==> src/rtl/axis_slave_fifo.sv <==
// AXI-Stream slave front-end: buffers beats in a circular FIFO and hands them to a
// backend over valid/ready, optionally holding data until a whole packet is stored.
module axis_slave_fifo #(
  parameter int unsigned DATA_WIDTH = 32,
  parameter int unsigned USER_WIDTH = 2,
  parameter int unsigned DEPTH      = 8,
  parameter bit          STORE_FWD  = 1'b0,
  localparam int unsigned StrbWidth  = DATA_WIDTH / 8,
  localparam int unsigned PtrWidth   = $clog2(DEPTH),
  localparam int unsigned LvlWidth   = $clog2(DEPTH + 1),
  localparam int unsigned EntryWidth = DATA_WIDTH + 2 * StrbWidth + USER_WIDTH + 1
) (
  input  logic                  axi_aclk,
  input  logic                  axi_areset,
  input  logic                  axis_tvalid,
  input  logic [DATA_WIDTH-1:0] axis_tdata,
  input  logic [StrbWidth-1:0]  axis_tstrb,
  input  logic [StrbWidth-1:0]  axis_tkeep,
  input  logic [USER_WIDTH-1:0] axis_tuser,
  input  logic                  axis_tlast,
  output logic                  axis_tready,
  output logic [DATA_WIDTH-1:0] bk_data,
  output logic [StrbWidth-1:0]  bk_tstrb,
  output logic [StrbWidth-1:0]  bk_tkeep,
  output logic [USER_WIDTH-1:0] bk_user,
  output logic                  bk_tlast,
  output logic                  bk_valid,
  input  logic                  bk_ready,
  output logic [LvlWidth-1:0]   fifo_level,
  output logic [LvlWidth-1:0]   pkt_count
);

  logic [EntryWidth-1:0] mem_q [DEPTH];
  logic [PtrWidth-1:0]   wr_ptr_q, wr_ptr_d, rd_ptr_q, rd_ptr_d;
  logic [LvlWidth-1:0]   level_q, level_d, pkt_q, pkt_d;
  logic                  fallback_q, fallback_d;
  logic [EntryWidth-1:0] head;
  logic                  head_last, full, wr_en, rd_en, wr_last, rd_last;

  assign full        = (level_q == LvlWidth'(DEPTH));
  assign axis_tready = !axi_areset && !full;
  assign head        = mem_q[rd_ptr_q];
  assign head_last   = head[0];

  // Full FIFO or an already-started partial packet releases data without a stored tlast.
  always_comb begin
    if (STORE_FWD) begin
      bk_valid = (level_q != '0) && ((pkt_q != '0) || full || fallback_q);
    end else begin
      bk_valid = (level_q != '0);
    end
  end

  assign wr_en   = axis_tvalid && axis_tready;
  assign rd_en   = bk_valid && bk_ready;
  assign wr_last = wr_en && axis_tlast;
  assign rd_last = rd_en && head_last;

  assign {bk_data, bk_tstrb, bk_tkeep, bk_user, bk_tlast} = bk_valid ? head : '0;
  assign fifo_level = level_q;
  assign pkt_count  = pkt_q;

  always_comb begin
    wr_ptr_d   = wr_ptr_q;
    rd_ptr_d   = rd_ptr_q;
    level_d    = level_q;
    pkt_d      = pkt_q;
    fallback_d = fallback_q;
    if (wr_en) wr_ptr_d = wr_ptr_q + PtrWidth'(1);
    if (rd_en) rd_ptr_d = rd_ptr_q + PtrWidth'(1);
    case ({wr_en, rd_en})
      2'b10:   level_d = level_q + LvlWidth'(1);
      2'b01:   level_d = level_q - LvlWidth'(1);
      default: level_d = level_q;
    endcase
    if (wr_last && !rd_last) begin
      pkt_d = pkt_q + LvlWidth'(1);
    end else if (rd_last && !wr_last) begin
      pkt_d = pkt_q - LvlWidth'(1);
    end
    // Popping a beat with no complete packet stored means the head packet is in cut-through.
    if (rd_en) fallback_d = STORE_FWD && !head_last && ((pkt_q == '0) || fallback_q);
  end

  always_ff @(posedge axi_aclk) begin
    if (axi_areset) begin
      wr_ptr_q   <= '0;
      rd_ptr_q   <= '0;
      level_q    <= '0;
      pkt_q      <= '0;
      fallback_q <= 1'b0;
    end else begin
      wr_ptr_q   <= wr_ptr_d;
      rd_ptr_q   <= rd_ptr_d;
      level_q    <= level_d;
      pkt_q      <= pkt_d;
      fallback_q <= fallback_d;
    end
  end

  always_ff @(posedge axi_aclk) begin
    if (wr_en) begin
      mem_q[wr_ptr_q] <= {axis_tdata, axis_tstrb, axis_tkeep, axis_tuser, axis_tlast};
    end
  end

endmodule
==> config.mk <==
export PLATFORM = sky130hd
export DESIGN_NAME = axis_slave_fifo
export DESIGN_NICKNAME = d
export VERILOG_FILES = /design/src/rtl/axis_slave_fifo.sv
export SDC_FILE = /design/constraint.sdc
export NUM_CORES = 1
export LEC_CHECK = 0
export BUFFER_PORTS_ARGS = -buffer_cell sky130_fd_sc_hd__buf_2
export CORE_MARGIN = 5
export CORE_UTILIZATION = 40
export CTS_CLUSTER_SIZE = 30
export DETAILED_ROUTE_END_ITERATION = 10
export GPL_ROUTABILITY_DRIVEN = 0
export HOLD_SLACK_MARGIN = 0.15
export MAX_ROUTING_LAYER = met4
export PLACE_DENSITY_LB_ADDON = 0.15
export RECOVER_POWER = 100
export SLEW_MARGIN = 20
export SYNTH_ARGS = -nofsm -noshare
export SYNTH_HDL_FRONTEND = slang
export SYNTH_SLANG_ARGS = --single-unit
export TNS_END_PERCENT = 10
==> constraint.sdc <==
create_clock -name axi_aclk -period 5.5 [get_ports axi_aclk]
set_clock_uncertainty 0.15 [all_clocks]
set_input_delay 0.55 -clock axi_aclk [delete_from_list [all_inputs] [get_ports axi_aclk]]
set_output_delay 0.55 -clock axi_aclk [all_outputs]
set_load 0.005 [all_outputs]
==> reports/qor.txt <==
clock tree root buffer cell = clkbuf_16
Clk pin slew, worst setup/hold paths = 60 ps
RSZ-0062 raised after global routing = false
status = finished with violations
Pwr Density = 461 nW/um2
port bufs = 99
Synth warnings = 0
final setup fails = 0
Clk pwr share = 33.6%
DR vias = 6,701
layout filler cell count = 2,969
Core ar. = 34,500 um2
xor and xnor area share after synthesis = 0.616%
Synth Instances = 650
Synth Area in Compound Gates = 0.402%
setup slack after layout = 1100 ps
post-synth top area share = 73.7%
cell area after synthesis = 14,000 um2
Syn Area/Cell = 21.6 um2
Final Critical Period = 4400 ps
critical path endpoint category = register
CTS Buf Count = 39
Critical Path Source = fifo_level[1]$_SDFFE_PP0P_
period utilisation layout = 80.0%
synth top area cells = edfxtp_1, mux4_2, mux2i_1
Detail Placement HPWL = 16,200 um
vias in the first global route = 7,378
Post-synth EDFFs = 344
post-synth top area cell = edfxtp_1
Synth cell types = 40
measured slew at the worst slew-check pin = 3420 ps
Top FF cell, synth = edfxtp_1
internal power = 0.00547 W
Pleak = 4.97 nW
# resized after CTS = 0
fin nets = 853
clk sink count = 361
hold violation count in the final report = 0
worst hold path class = input port to register
DR pass1 iterations = 4
Ports = 100
Routed WL = 29,800 um
first-pass GRT wire length = 45,700 um
TritonCTS clock tree = built
total grt overflow = 0
P&R area growth vs syn = 16.5%
CTS Hold Bufs = 26
combinational share of power = 22.8%
most frequent cell after synthesis = edfxtp_1
Seq cells post-synth = 361
failing checks = max-capacitance violations, max-slew violations
# rows = 68
setup repair bufs after CTS = 0
switching power = 0.00205 W
async set or reset register ratio after synthesis = 0%
largest net degree at the start of global routing = 55
vias per cell = 5.23
Achievable Freq = 227 MHz
Post-synth top cells = edfxtp_1, mux4_2, nor2_1, mux2i_1, dfxtp_1
Routed WL per cell = 23.2 um
simple-gate area share of the yosys netlist = 2.98%
die width = 197 um
initial antenna violation count = 4
Synth Area in Adders = 0.857%
Worst-Skew Late Latency = 510 ps
all-layer global routing usage = 16.0%
antenna viol nets, final = 0
Worst EP required = 5470 ps
maximum VDD drop = 0.000320 V
die area = 38,900 um2
largest family of logic cells by synthesized area = multiplexers
register share of total power = 43.6%
startpoint types = register
Setup CP Type = register to register
DR DRC count = 0
initial cell density of the core = 40.6%
Die Ht = 197 um
DP Worst Slack = 2200 ps
Post-Route Utilization = 47.3%
register area share after synthesis = 76.2%
sw frac = 27.2%
mux share of post-synthesis cell area = 17.4%
Slew Viols, Final = 310
Slew headroom = -128%
Worst R2R Start = fifo_level[1]$_SDFFE_PP0P_
MaxCap Viol Count = 8
H-tree depth = 2
Crit Path Max Fanout = 17
final setup TNS = 0 ps
beginning of the worst hold path = axis_tvalid
layout cells sized above 1 = 19.2%
Longest Clk Path Bufs = 3
DR iter-0 viols = 357
Worst EP arrival = 4370 ps
post-synthesis net count = 706
-- metal layers --
metal | GRT usage (%) | vias to the layer above | routed length, um
li1 | - | 2964 | -
met4 | 4.11 | 0 | 587
met3 | 3.10 | 47 | 1280
met1 | 20.3 | 3547 | 12700
met5 | - | - | 0
met2 | 26.7 | 143 | 15200
-- through the flow --
step | cells | power (W) | instance area (um2) | hold slack [ps]
2_1_floorplan | 650 | 0.00453 | 14000 | 335
3_3_place_gp | 1184 | 0.00514 | 15000 | 371
3_5_place_dp | 1185 | 0.00518 | 15100 | 380
4_1_cts | 1278 | 0.00774 | 16600 | 150
5_1_grt | 1282 | 0.00795 | 16300 | 230
6_report | 1282 | 0.00752 | 16300 | 206
-- layout by cell type (no fill, tap or decap), types with 3 or more instances in the layout --
master	count
nand3_1	6
dfxtp_4	3
ha_1	8
nand2b_1	3
clkbuf_1	108
diode_2	4
clkinv_1	10
nor3_1	3
mux4_2	86
nor2_1	61
a21oi_1	4
dfxtp_1	14
clkbuf_2	6
edfxtp_1	344
mux2i_1	46
buf_2	9
xor2_1	6
nand2_1	3
clkbuf_16	41
bufinv_16	4
xnor2_1	3
dlygate4sd3_1	26
-- cells by family after synthesis --
logic type / Yosys count
XOR/XNOR: 9
AO/OA/AOI/OAI: 9
buffers and inverters: 38
flip-flops: 361
AND/OR/NAND/NOR: 89
adder cells (fa/ha/maj): 9
multiplexers: 135
-- layout make-up --
cell class | instances | area (um2) | share of cell area, %
Antenna cell | 4 | 10.0 | 0.0613
Clock buffer | 51 | 1060 | 6.51
Clock inverter | 16 | 171 | 1.05
Inverter | 3 | 11.3 | 0.0690
Multi-Input combinational cell | 251 | 3100 | 19.0
Sequential cell | 361 | 10700 | 65.4
Tap cell | 455 | 569 | 3.49
Timing Repair Buffer | 141 | 714 | 4.38
-- path summary, 6_finish.rpt --
path	to	slack, ps	cells after the start
setup reg to reg	mem_q[7][3]$_DFFE_PP_	1100	5
hold reg to reg	rd_ptr_q[2]$_SDFFE_PP0N_	400	2
setup / recovery	mem_q[7][3]$_DFFE_PP_	1100	5
hold / removal	wr_ptr_q[1]$_SDFFE_PP0P_	210	3
-- flip-flops by register name (all words and copies together), names as in the netlist, named ones only --
name        flops
pkt_count       4
rd_ptr_q        3
fifo_level      4
mem_q         344
wr_ptr_q        3
-- worst max-delay path: stages, from the launching register on --
cell	delay [ps]
dfxtp_1	480
or4b_1	240
and2_0	240
nand3_1	190
nor2_1	1700
clkbuf_1	1000
-- power by group through the flow --
stage | registers [W] | clock network, W | logic (W)
6_report | 0.00328 | 0.00253 | 0.00172
5_1_grt | 0.00330 | 0.00273 | 0.00192
4_1_cts | 0.00329 | 0.00260 | 0.00186
3_5_place_dp | 0.00334 | 0 | 0.00183
3_3_place_gp | 0.00333 | 0 | 0.00181
2_1_floorplan | 0.00325 | 0 | 0.00129
(Power assumes the default switching activity.)
